### src/rtl/instr_loader.sv
// instr_loader: fills instruction memory from a byte stream while holding the core in reset.
// Define LOADER_CHECKSUM_EN to require a trailing XOR checksum byte (adds CHECK and ERR states).
module instr_loader #(
    parameter int ADDR_WIDTH = 12
) (
    input  logic                  clk,
    input  logic                  rst,
    input  logic                  start,
    input  logic [ADDR_WIDTH-2:0] len_words,
    input  logic                  in_valid,
    input  logic [7:0]            in_data,
    output logic                  in_ready,
    output logic                  mem_we,
    output logic [ADDR_WIDTH-1:0] mem_addr,
    output logic [31:0]           mem_wdata,
    output logic                  cpu_rst,
    output logic                  busy,
    output logic                  done,
    output logic                  err
);
    localparam int IDX_W = ADDR_WIDTH - 2;
    localparam logic [ADDR_WIDTH-2:0] MAX_WORDS = {1'b1, {IDX_W{1'b0}}};
    localparam logic [ADDR_WIDTH-2:0] ONE_WORD  = {{IDX_W{1'b0}}, 1'b1};

`ifdef LOADER_CHECKSUM_EN
    typedef enum logic [2:0] {IDLE, LOAD, WRITE, CHECK, ERR, DONE} state_t;
`else
    typedef enum logic [1:0] {IDLE, LOAD, WRITE, DONE} state_t;
`endif

    state_t                state;
    state_t                next_state;
    logic [1:0]            byte_cnt;
    logic [IDX_W-1:0]      word_idx;
    logic [IDX_W-1:0]      last_idx;
    logic [31:0]           buffer;
    logic [ADDR_WIDTH-2:0] len_clamped;
    logic                  accept;
    logic                  last_word;

    // Lengths beyond the memory size are clamped so the word index never wraps.
    assign len_clamped = (len_words > MAX_WORDS) ? MAX_WORDS : len_words;
    assign last_word   = (word_idx == last_idx);
    assign mem_addr    = {word_idx, 2'b00};
    assign mem_wdata   = buffer;

`ifdef LOADER_CHECKSUM_EN
    logic [7:0] xor_acc;
    logic       err_q;
    assign accept = start && (len_words != '0) && (state == IDLE || state == ERR);
    assign err    = err_q;
`else
    assign accept = start && (len_words != '0) && (state == IDLE);
    assign err    = 1'b0;
`endif

    always_comb begin
        next_state = state;
        in_ready   = 1'b0;
        mem_we     = 1'b0;
        busy       = 1'b1;
        done       = 1'b0;
        case (state)
            IDLE: begin
                busy = 1'b0;
                if (accept) next_state = LOAD;
            end
            LOAD: begin
                in_ready = 1'b1;
                if (in_valid && byte_cnt == 2'd3) next_state = WRITE;
            end
            WRITE: begin
                mem_we = 1'b1;
`ifdef LOADER_CHECKSUM_EN
                next_state = last_word ? CHECK : LOAD;
`else
                next_state = last_word ? DONE : LOAD;
`endif
            end
`ifdef LOADER_CHECKSUM_EN
            CHECK: begin
                in_ready = 1'b1;
                if (in_valid) next_state = (in_data == xor_acc) ? DONE : ERR;
            end
            ERR: begin
                busy = 1'b0;
                if (accept) next_state = LOAD;
            end
`endif
            DONE: begin
                done       = 1'b1;
                next_state = IDLE;
            end
            default: next_state = IDLE;
        endcase
    end

    always_ff @(posedge clk or negedge rst) begin
        if (!rst) begin
            state    <= IDLE;
            cpu_rst  <= 1'b1;
            byte_cnt <= 2'd0;
            word_idx <= '0;
            last_idx <= '0;
            buffer   <= 32'd0;
`ifdef LOADER_CHECKSUM_EN
            xor_acc  <= 8'd0;
            err_q    <= 1'b0;
`endif
        end else begin
            state   <= next_state;
            // Registered so the core stays in reset on the first cycle out of reset.
            cpu_rst <= (next_state != IDLE);
            if (accept) begin
                last_idx <= IDX_W'(len_clamped - ONE_WORD);
                byte_cnt <= 2'd0;
                word_idx <= '0;
`ifdef LOADER_CHECKSUM_EN
                xor_acc  <= 8'd0;
                err_q    <= 1'b0;
`endif
            end
            if (state == LOAD && in_valid) begin
                buffer[{byte_cnt, 3'b000} +: 8] <= in_data;
                byte_cnt <= byte_cnt + 2'd1;
`ifdef LOADER_CHECKSUM_EN
                xor_acc  <= xor_acc ^ in_data;
`endif
            end
            if (state == WRITE) word_idx <= word_idx + IDX_W'(1);
`ifdef LOADER_CHECKSUM_EN
            if (state == CHECK && in_valid && in_data != xor_acc) err_q <= 1'b1;
`endif
        end
    end
endmodule

### config.mk
export PLATFORM = sky130hd
export DESIGN_NAME = instr_loader
export DESIGN_NICKNAME = d
export VERILOG_FILES = /design/src/rtl/instr_loader.sv
export SDC_FILE = /design/constraint.sdc
export NUM_CORES = 1
export LEC_CHECK = 0
export CAP_MARGIN = 40
export CORE_UTILIZATION = 40
export CTS_BUF_LIST = sky130_fd_sc_hd__clkbuf_8
export DETAILED_ROUTE_END_ITERATION = 8
export PLACE_DENSITY = 0.68
export SYNTH_ARGS = -nofsm -noshare
export SYNTH_HDL_FRONTEND = slang
export SYNTH_SLANG_ARGS = --single-unit
export TNS_END_PERCENT = 30
### constraint.sdc
create_clock -name clk -period 2 [get_ports clk]
set_input_delay 0.4 -clock clk [delete_from_list [all_inputs] [get_ports clk]]
set_output_delay 0.4 -clock clk [all_outputs]
set_load 0.01 [all_outputs]
==> results.txt <==
----------------------------------------------------
[Synthesis]
  Gate Count Post-Synth ... between 200 and 300
  Top area cells in the synthesized netlist ... dfrtp_1 50%, nand2_1 8.5%, o21ai_0 6.5%, ha_1 3.1%, xnor2_1 2.8%
  Number of enable-type register cells in the synthesized netlist ... 0
  Dominant combinational cell family by area after synthesis ... simple AND/OR/NAND/NOR gates
  Mean instance size in the synthesized netlist ... roughly 9.7 µm²
  Number of warnings issued by yosys ... 0
  Simple-gate share of the synthesized area ... 0.189
  Top cell type's share of synthesized area ... 0.503
  Primary flip-flop cell chosen by synthesis mapping ... dfrtp_1
  Adder and majority gate portion of the synthesized area ... 0.0314
  Multiplexer share of the synthesized area ... 0.0193
  Cell variety after synth ... 47
  Post-Synthesis Cell Area ... 2790 µm²
  Library cell with the highest instance count after synthesis ... nand2_1
  Biggest area consumer among synthesized cells ... dfrtp_1
  Fraction of the mapped netlist area in compound gates ... 0.160
  Count of state elements after synthesis ... 57
  Post-synthesis sequential area ratio ... 0.512
  Fraction of registers with async set/reset ... 1.00
  Most common library cells after synthesis ... 63 x nand2_1, 56 x dfrtp_1, 36 x o21ai_0
  Synthesized-area fraction occupied by xor and xnor cells ... 0.0534

[Power]
  Fraction of power consumed by sequential logic ... 0.365
  Switching power ... approximately 1.7 mW
  Share of total power in combinational logic ... 0.387
  Leakage power ... about 1.7 nW
  Switching power as a share of total power ... 0.327
  Power per Cell Area ... roughly 1200 nW/µm²
  Final Power ... ~5.1 mW
  Peak ir drop on the vdd network ... about 440 µV
  Power Internal ... 3.42 mW
  Proportion of power drawn by the clock network ... 0.248

[Clock network]
  Clock tree sinks ... 57
  CTS tree ... done
  Post-CTS clock slew at the launch and capture registers of the worst setup and hold paths ... approximately 0.06 ns
  Worst skew pair latency ... around 0.34 ns
  Clock Path Buffers ... 2
  Cell chosen for the clock root ... clkbuf_8
  Number of buffers created by CTS ... 9
  CTS H-Tree Depth ... 3

[Finish]
  Final-stage net count ... between 400 and 500
  Area of combinational cells with multiple inputs ... between 1000 and 1500 µm²
  Antenna diodes ... 0
  Final design utilization ... 0.602
  Syn-to-layout area delta ... 46.0%
  Layout fillers ... 592
  Proportion of layout cells with a drive suffix above 1 ... 0.167
  Sequential cell area in the final layout ... between 1000 and 1500 µm²

[Global route]
  Number of antenna violations at the first check in global routing ... 0
  Residual overflow from global routing ... 0
  Global-route wire length before repair ... about 11000 µm
  Overall global routing resource usage ... 0.206
  Via count of the first global-routing pass ... ~2400
  Pin count of the biggest net entering global routing ... 43

[Drt]
  DR DRC count ... 0
  Wirelength, routed ... a little under 7000 µm
  Remaining number of nets flagged by the antenna check after routing ... 0
  Wire per inst ... about 15 µm
  Via count ... roughly 2500
  Number of detailed-route iterations in the first pass ... 4
  Vias per inst ... roughly 5.3
  Drt first-iter violations ... 84

[Floorplan]
  Die outline height ... ~85 µm
  Std-Cell Core Area ... 6760 µm²
  IO Pins ... 73
  # rows ... 30
  Area of the die ... between 7000 and 8000 µm²
  Die Wd ... 85.5 µm
  Initial cell density of the core ... 0.412

[Placement]
  Placement-stage worst setup slack ... -0.536 ns
  Sum of net half-perimeters after detailed placement ... approximately 5100 µm
  Placer Congestion ... 0.852
  IO buf count ... just under 70

[Outcome]
  Run status ... finished clean

[Setup path]
  Origin of the worst setup path ... state[0]
  Crit. End Element ... primary output
  Largest fanout on the critical path ... 5
  Reg2reg setup slack ... between 0.2 and 0.25 ns
  Worst-case reg-to-reg path depth ... 4
  End point of the critical path ... mem_we
  Worst endpoint required time ... ~1.6 ns
  CP arrival ... 1.54 ns
  Startpoint types ... flip-flop
  WS Path Type ... flip-flop to primary output
  Worst R2R Start ... state[1]
  R2r endpoint ... last_idx[7]

[STA]
  Time the worst path needs with I/O delays and setup ... 1.94 ns
  Portion of the clock cycle consumed by the worst path in the final layout ... 0.972
  Total of endpoints with negative setup slack in the final report ... 0
  Minimum setup slack in the final design ... roughly 0.055 ns
  Number of pins with negative max-slew slack in the final report ... 0
  Hold Vio Cnt, Final ... 0
  Worst setup skew after layout ... ~0.0063 ns
  Unrepaired setup endpoints after global routing ... yes
  F_max ... roughly 0.51 GHz

[Min path]
  Class of the most critical hold timing path ... flip-flop to flip-flop

[Flow run]
  Maximum capacitance violations ... 0

----------------------------------------------------
-- flip-flops by register name (all words and copies together), names as in the netlist --
| register | flops |
|---|---|
| mem_wdata | 32 |
| last_idx | 10 |
| word_idx | 10 |
| byte_cnt | 2 |
| state | 2 |
| cpu_rst | 1 |
-- metal layers --
layer,vias up,GRT usage,wire (µm)
li1,1215,-,-
met1,1203,0.264,3080
met2,72,0.332,3400
met3,19,0.0457,266
met4,0,0.0955,196
met5,-,0,0
-- cells by family after synthesis --
kind of cell	Yosys count
flops	57
simple gates	107
xor+xnor	17
mux	5
other cells	1
fa+ha+maj	7
compound gates	72
buf+inv	21
-- worst min path at each step --
stage                        from             to  slack, ns  depth (start not counted)
floorplan                     rst    byte_cnt[0]       0.10                          0
global placement              rst  mem_wdata[19]       0.34                          1
detailed placement            rst  mem_wdata[19]       0.35                          1
CTS                 mem_wdata[19]  mem_wdata[19]       0.48                          2
global route         mem_wdata[2]   mem_wdata[2]       0.51                          2
finish              mem_wdata[19]  mem_wdata[19]       0.47                          2
-- critical path: stages (launching register included) --
cell and delay [ns]:
dfrtp_1 0.42, nand2b_1 0.18, clkinv_1 0.08, clkdlybuf4s50_1 0.53
-- cells in the final DEF, fill, tap and decap left out, drive strengths merged, types with 4 or more instances in the layout --
cell / count
a2bb2oi: 4
xor2: 8
nand4: 5
dfrtp: 56
buf: 35
a22o: 8
clkdlybuf4s50: 65
ha: 7
nor3b: 4
inv: 7
a21oi: 4
o21ai: 39
nor4: 5
o211ai: 4
nand3: 5
nand2: 63
nor2: 5
clkbuf: 12
xnor2: 9
-- metrics by stage --
| stage | TNS [ns] | area [µm²] | hold slack (ns) | cells |
|---|---|---|---|---|
| final | 0 | 4070 | 0.473 | 476 |
| after global routing | -0.0514 | 4070 | 0.506 | 476 |
| after CTS | 0 | 4040 | 0.484 | 476 |
| after detailed placement | -9.10 | 3780 | 0.353 | 458 |
| after global placement | -8.63 | 3780 | 0.343 | 458 |
| after floorplan | 0 | 2800 | 0.104 | 289 |
-- layout make-up --
cell class | instances | area share
inverter | 8 | 0.00738
timing repair buffer | 104 | 0.236
clock buffer | 12 | 0.0406
multi-input combinational | 211 | 0.323
clock inverter | 4 | 0.0181
tap | 80 | 0.0246
sequential | 57 | 0.351
-- power by group through the flow --
stage | logic, mW | clock network, mW | registers, mW
6_report | 1.97 | 1.26 | 1.85
5_1_grt | 2.16 | 1.35 | 1.91
4_1_cts | 1.97 | 1.28 | 1.86
3_5_place_dp | 1.96 | 0 | 1.88
3_3_place_gp | 1.92 | 0 | 1.86
2_1_floorplan | 0.836 | 0 | 1.95
-- repair_timing --
action                     in CTS  in global routing
hold buffers                    1                  0
gates resized for setup         5                  6
buffers inserted                1                  0
hold endpoints to repair       14                  0
setup endpoints to repair      19                 10
pin swaps                       4                  1
Power figures use the tool's default switching activity.
